===== src/rtl/game_flow_ctrl_if.sv =====
// Handshake bundle between the game flow controller and the rest of the game:
// frame/keyboard/collision inputs in, state and control flags out.
interface game_flow_ctrl_if;
  logic       frame_tick;
  logic       start;
  logic       lose_game;
  logic       pellets_empty;
  logic [2:0] state;
  logic       freeze;
  logic       respawn;
  logic [1:0] lives;
  logic       game_over;
  logic       win;

  modport master (
    output frame_tick, start, lose_game, pellets_empty,
    input  state, freeze, respawn, lives, game_over, win
  );

  modport slave (
    input  frame_tick, start, lose_game, pellets_empty,
    output state, freeze, respawn, lives, game_over, win
  );
endinterface


===== src/rtl/game_flow_ctrl.sv =====
// Game sequencing FSM: IDLE -> READY -> PLAY -> DEATH/WIN/GAMEOVER, with lives,
// frame-based timers, collision latching and a one-cycle respawn strobe.
module game_flow_ctrl #(
  parameter int LIVES_INIT   = 3,
  parameter int READY_FRAMES = 120,
  parameter int DEATH_FRAMES = 90
) (
  input  logic          clk,
  input  logic          rst,
  game_flow_ctrl_if.slave bus
);

  typedef enum logic [2:0] {
    IDLE     = 3'd0,
    READY    = 3'd1,
    PLAY     = 3'd2,
    DEATH    = 3'd3,
    GAMEOVER = 3'd4,
    WIN      = 3'd5
  } state_t;

  localparam int CNT_MAX = (READY_FRAMES > DEATH_FRAMES) ? READY_FRAMES : DEATH_FRAMES;
  localparam int CNT_W   = (CNT_MAX > 1) ? $clog2(CNT_MAX + 1) : 1;
  localparam logic [CNT_W-1:0] READY_LAST = CNT_W'(READY_FRAMES - 1);
  localparam logic [CNT_W-1:0] DEATH_LAST = CNT_W'(DEATH_FRAMES - 1);
  localparam logic [1:0]       LIVES_LOAD = 2'(LIVES_INIT);

  state_t           state_r, state_nxt;
  logic [1:0]       lives_r, lives_nxt;
  logic [CNT_W-1:0] cnt_r, cnt_nxt;
  logic             hit_r, hit_nxt;
  logic             start_prev_r;
  logic             start_armed_r;
  logic             freeze_r, respawn_r, game_over_r, win_r;
  logic             start_rise_s;
  logic             collide_s;

  // A start held high across reset must be released once before it can start a game.
  assign start_rise_s = bus.start & ~start_prev_r & start_armed_r;
  assign collide_s    = hit_r | bus.lose_game;

  // Collision latch: only meaningful in PLAY, consumed by each frame tick.
  always_comb begin
    hit_nxt = 1'b0;
    if (state_r != PLAY) begin
      hit_nxt = 1'b0;
    end else if (bus.frame_tick) begin
      hit_nxt = 1'b0;
    end else begin
      hit_nxt = hit_r | bus.lose_game;
    end
  end

  // Next-state, lives and frame counter; counter clears on every state change.
  always_comb begin
    state_nxt = state_r;
    lives_nxt = lives_r;
    cnt_nxt   = cnt_r;
    case (state_r)
      IDLE, GAMEOVER, WIN: begin
        if (start_rise_s) begin
          state_nxt = READY;
          lives_nxt = LIVES_LOAD;
        end else begin
          state_nxt = state_r;
        end
      end
      READY: begin
        if (bus.frame_tick && (cnt_r == READY_LAST)) begin
          state_nxt = PLAY;
        end else if (bus.frame_tick) begin
          cnt_nxt = cnt_r + CNT_W'(1);
        end else begin
          cnt_nxt = cnt_r;
        end
      end
      PLAY: begin
        if (bus.frame_tick && collide_s && (lives_r != 2'd0)) begin
          state_nxt = DEATH;
          lives_nxt = lives_r - 2'd1;
        end else if (bus.frame_tick && collide_s) begin
          state_nxt = DEATH;
        end else if (bus.frame_tick && bus.pellets_empty) begin
          state_nxt = WIN;
        end else begin
          state_nxt = PLAY;
        end
      end
      DEATH: begin
        if (bus.frame_tick && (cnt_r == DEATH_LAST)) begin
          state_nxt = (lives_r == 2'd0) ? GAMEOVER : READY;
        end else if (bus.frame_tick) begin
          cnt_nxt = cnt_r + CNT_W'(1);
        end else begin
          cnt_nxt = cnt_r;
        end
      end
      default: begin
        state_nxt = IDLE;
      end
    endcase
    if (state_nxt != state_r) begin
      cnt_nxt = '0;
    end else begin
      cnt_nxt = cnt_nxt;
    end
  end

  // State registers and registered output decodes of the next state.
  always_ff @(posedge clk or posedge rst) begin
    if (rst) begin
      state_r       <= IDLE;
      lives_r       <= 2'd0;
      cnt_r         <= '0;
      hit_r         <= 1'b0;
      start_prev_r  <= 1'b0;
      start_armed_r <= 1'b0;
      freeze_r      <= 1'b1;
      respawn_r     <= 1'b0;
      game_over_r   <= 1'b0;
      win_r         <= 1'b0;
    end else begin
      state_r       <= state_nxt;
      lives_r       <= lives_nxt;
      cnt_r         <= cnt_nxt;
      hit_r         <= hit_nxt;
      start_prev_r  <= bus.start;
      start_armed_r <= start_armed_r | ~bus.start;
      freeze_r      <= (state_nxt != PLAY);
      respawn_r     <= (state_nxt == READY) && (state_r != READY);
      game_over_r   <= (state_nxt == GAMEOVER);
      win_r         <= (state_nxt == WIN);
    end
  end

  assign bus.state     = state_r;
  assign bus.lives     = lives_r;
  assign bus.freeze    = freeze_r;
  assign bus.respawn   = respawn_r;
  assign bus.game_over = game_over_r;
  assign bus.win       = win_r;

endmodule


===== src/flat_wrapper.sv =====
// flat-port wrapper written by rule: the top's interface ports become plain ports
module game_flow_ctrl_flat 
#(
  parameter int LIVES_INIT   = 3,
  parameter int READY_FRAMES = 120,
  parameter int DEATH_FRAMES = 90
)
  (clk, rst, bus_frame_tick, bus_start, bus_lose_game, bus_pellets_empty, bus_state, bus_freeze, bus_respawn, bus_lives, bus_game_over, bus_win);
  game_flow_ctrl_if bus_i ();
  input  logic clk;
  input  logic rst;
  input wire logic [$bits(bus_i.frame_tick)-1:0] bus_frame_tick;
  input wire logic [$bits(bus_i.start)-1:0] bus_start;
  input wire logic [$bits(bus_i.lose_game)-1:0] bus_lose_game;
  input wire logic [$bits(bus_i.pellets_empty)-1:0] bus_pellets_empty;
  output wire logic [$bits(bus_i.state)-1:0] bus_state;
  output wire logic [$bits(bus_i.freeze)-1:0] bus_freeze;
  output wire logic [$bits(bus_i.respawn)-1:0] bus_respawn;
  output wire logic [$bits(bus_i.lives)-1:0] bus_lives;
  output wire logic [$bits(bus_i.game_over)-1:0] bus_game_over;
  output wire logic [$bits(bus_i.win)-1:0] bus_win;
  assign bus_i.frame_tick = bus_frame_tick;
  assign bus_i.start = bus_start;
  assign bus_i.lose_game = bus_lose_game;
  assign bus_i.pellets_empty = bus_pellets_empty;
  assign bus_state = bus_i.state;
  assign bus_freeze = bus_i.freeze;
  assign bus_respawn = bus_i.respawn;
  assign bus_lives = bus_i.lives;
  assign bus_game_over = bus_i.game_over;
  assign bus_win = bus_i.win;
  game_flow_ctrl #(.LIVES_INIT(LIVES_INIT), .READY_FRAMES(READY_FRAMES), .DEATH_FRAMES(DEATH_FRAMES)) u_core (.clk(clk), .rst(rst), .bus(bus_i));
endmodule

===== config.mk =====
export PLATFORM = sky130hd
export DESIGN_NAME = game_flow_ctrl_flat
export DESIGN_NICKNAME = d
export VERILOG_FILES = /design/src/rtl/game_flow_ctrl_if.sv /design/src/rtl/game_flow_ctrl.sv /design/src/flat_wrapper.sv
export SDC_FILE = /design/constraint.sdc
export NUM_CORES = 1
export LEC_CHECK = 0
export BUFFER_PORTS_ARGS = -buffer_cell sky130_fd_sc_hd__buf_2
export CORE_UTILIZATION = 55
export DETAILED_ROUTE_END_ITERATION = 10
export PLACE_DENSITY = 0.88
export SYNTH_ARGS = -nofsm -noshare
export SYNTH_HDL_FRONTEND = slang
export SYNTH_SLANG_ARGS = --single-unit

===== constraint.sdc =====
create_clock -name clk -period 1.9 [get_ports clk]
set_clock_uncertainty 0.1 [all_clocks]
set_input_delay 0.38 -clock clk [delete_from_list [all_inputs] [get_ports clk]]
set_output_delay 0.38 -clock clk [all_outputs]
set_load 0.02 [all_outputs]

==> flow_metrics.env <==
export IMPL_start_kind="register"
export IMPL_power_density_mw_per_mm2=895
export IMPL_layout_common_cells="17 x dfrtp_1, 14 x nor2_1, 14 x buf_2, 5 x nand3_1, 5 x inv_1"
export IMPL_n_fill_cell=156
export IMPL_p_leak_nw=0.552
export IMPL_portBuffers=14
export IMPL_path_clk_slew_ns=0.11
export IMPL_criticalPathCategory="reg -> reg"
export IMPL_switching_share_pct=34.2
export IMPL_p_sw_w=0.000364
export IMPL_wl_per_cell_um=14.1
export IMPL_ir_drop_uv=563
export IMPL_drt_iter0_drc=24
export IMPL_min_period_over_period_pct=95.5
export IMPL_cp_slowest_stage_delay_ns=0.62
export IMPL_syn_inst=100
export IMPL_rows=15
export IMPL_via_per_inst=5.75
export IMPL_power_frac_comb_pct=27.1
export IMPL_io_pins=15
export IMPL_cts_num_sinks=19
export IMPL_yosysTopAreaCellShare_pct=42.2
export IMPL_cts_max_level=1
export IMPL_path_buf_inv=0
export IMPL_critPathRequiredTime_ns=2.05
export IMPL_place_hpwl_um=1520
export IMPL_synth_seq_cells=19
export IMPL_synth_top_area_cell="dfrtp_1"
export IMPL_r2r_start="u_core.hit_r$_DFF_PP0_"
export IMPL_rsz0062_at_grt="no"
export IMPL_power_internal_w=0.000701
export IMPL_core_mm2=0.00176
export IMPL_cts_tree="built"
export IMPL_gp_congestion=0.783
export IMPL_maxCapViolCount=0
export IMPL_grt_pass1_vias=771
export IMPL_grtUsageTotal_pct=23.3
export IMPL_gr_total_overflow=0
export IMPL_setup_viol=0
export IMPL_crit_path_top_delay_cell="o311ai_0"
export IMPL_die_h_um=46.1
export IMPL_relSlewSlack_pct=52.8
export IMPL_min_path_type="in -> async"
export IMPL_antenna_found_initial=0
export IMPL_p_total_w=0.00107
export IMPL_status="finished, final reports clean"
export IMPL_ff_latch_area_um2=478
export IMPL_crit_path_start="u_core.hit_r$_DFF_PP0_"
export IMPL_crit_fanout=5
export IMPL_drive_above_1_share_pct=31.6
export IMPL_worst_setup_path_end_kind="register"
export IMPL_finalCoreUtilization_pct=67.4
export IMPL_hold_buffers=0
export IMPL_max_slew_worst_pin_slew_ns=0.708
export IMPL_drt_pre_antenna_iters=4
export IMPL_syn_nets=109
export IMPL_p_clk_share_pct=19.4
export IMPL_synth_area_mm2=0.00107
export IMPL_grt_pass1_wl_um=3380
export IMPL_die_x_um=46.1
export IMPL_synth_area_top_cells="dfrtp_1 42%, nor2_1 4.9%, ha_1 3.5%, xnor2_1 3.3%, and3_4 3.2%"
export IMPL_clock_latency_ns=0.30
export IMPL_fp_dieArea_mm2=0.00212
export IMPL_ys_seq_area_share_pct=44.6
export IMPL_postRouteAntennaNets=0
export IMPL_multi_input_area_um2=549
export IMPL_cts_buffers=3
export IMPL_area_growth_pct=11.4
export IMPL_tns_ns=0
export IMPL_drc=0
export IMPL_ys_warn_count=0
export IMPL_path_cells="o311ai_0 -> o21ai_0 -> a21oi_2 -> and2_1"
export IMPL_cp_data_arrival_time_ns=1.97
export IMPL_seqPwrFrac_pct=53.5
export IMPL_cpLargestDelayFamily="compound AO/OA/AOI/OAI gates"
export IMPL_wl_um=2000
export IMPL_cts_root_buf="clkbuf_4"
export IMPL_finalHoldViolations=0
export IMPL_fin_crit_ns=1.81
export IMPL_grt_max_degree=20
export IMPL_max_clock_path_buffers=2
export IMPL_vias=817
export IMPL_insertedDiodeCount=0
export IMPL_start_util_pct=60.6
export IMPL_final_common_cell="dfrtp_1"
export IMPL_ys_types=43
export IMPL_fmax_mhz=551
export IMPL_drv_slew=0
export IMPL_nets=127
export IMPL_syn_avg_cell_area_um2=10.7
-- synthesized netlist by cell type, drive strengths merged --
cell and instances:
xor2 2, a21oi 4, nand3 5, mux2 1
o21ai 6, and2 3, nor4bb 1, or3b 1
xnor2 4, nor3 1, a32oi 1, dfrtp 18
a211oi 1, and3b 1, ha 3, o311ai 1
nand2b 1, nor2 14, nor3b 3, nand2 2
buf 3, nand4 1, inv 5, dfstp 1
a311oi 1, a211o 1, nor4b 1, nand3b 1
mux2i 2, and3 6, nand4bb 1, o22ai 1
o21ba 1, nor2b 2
-- worst register-to-register path, delay by kind of cell (launching register included) --
| kind | cells | cell delay (ns) |
|---|---|---|
| simple gates | 1 | 0.15 |
| compound gates | 3 | 1.11 |
| flops | 1 | 0.40 |
-- cell families (layout without fill, tap and decap cells) --
group                      count (synthesis)  after routing  synth area share (%)
muxes                                      3              3                  3.28
buffers and inverters                      8             25                  3.98
xor gates and xnor gates                   6              6                  4.92
and+or+nand+nor                           44             44                  28.0
AOI/OAI and AO/OA                         17             17                  11.7
DFF                                       19             19                  44.6
adders and majority gates                  3              3                  3.51
-- final timing paths --
check                                                  to  slack (ns)  cells after the start
max reg2reg                u_core.bus.game_over$_DFF_PP0_        0.09                      4
min                           u_core.cnt_r[3]$_DFFE_PP0P_        0.07                      2
min in group clk            u_core.start_prev_r$_DFF_PP0_        0.11                      1
max in group asynchronous   u_core.bus.state[0]$_DFF_PP0_        1.15                      2
min reg2reg                u_core.start_armed_r$_DFF_PP0_        0.37                      1
max                        u_core.bus.game_over$_DFF_PP0_        0.09                      4
-- routing by layer --
metal	GRT usage [%]	vias up	share of wire (%)
met5	0	-	0
met3	5.10	7	4.1
met1	27.7	397	43
li1	-	388	-
met4	12.9	0	2.6
met2	38.9	25	51
-- registers in the layout, indices dropped and copies added (netlist names) --
signal and flops:
u_core.start_armed_r 1, u_core.bus.win 1, u_core.hit_r 1, u_core.bus.respawn 1
u_core.bus.freeze 1, u_core.bus.game_over 1, u_core.bus.lives 2, u_core.bus.state 3
u_core.cnt_r 7, u_core.start_prev_r 1
-- metrics by stage --
stage               hold WS, ns  setup slack [ns]  instances  instance area, um^2
global route             0.0910         0.0000457        142                 1190
floorplan                 0.230             0.202        100                 1070
global placement          0.342            0.0521        137                 1150
finish                   0.0702            0.0859        142                 1190
detailed placement        0.346            0.0259        137                 1150
CTS                      0.0801            0.0836        141                 1180
-- cell type report --
class                           count  share of cell area, %
Sequential cell                    19                   40.2
Multi-Input combinational cell     73                   46.2
Clock inverter                      1                  0.421
Clock buffer                        3                   1.89
Timing Repair Buffer               16                   7.15
Tap cell                           25                   2.63
Inverter                            5                   1.58
-- timing repair --
item / 4_1_cts / 5_1_grt
endpoints found under the hold margin: 0 / 0
setup buffers: 0 / 1
endpoints found under the setup margin: 0 / 3
resized for setup: 0 / 2
-- power groups by stage --
| stage | Sequential, W | Combinational (W) | Clock [W] |
|---|---|---|---|
| global placement | 0.000569 | 0.000268 | 0 |
| detailed placement | 0.000575 | 0.000275 | 0 |
| finish | 0.000570 | 0.000289 | 0.000206 |
| floorplan | 0.000562 | 0.000224 | 0 |
| global route | 0.000581 | 0.000329 | 0.000231 |
| CTS | 0.000568 | 0.000277 | 0.000213 |
Note: power is estimated with default switching activity, not from simulation.
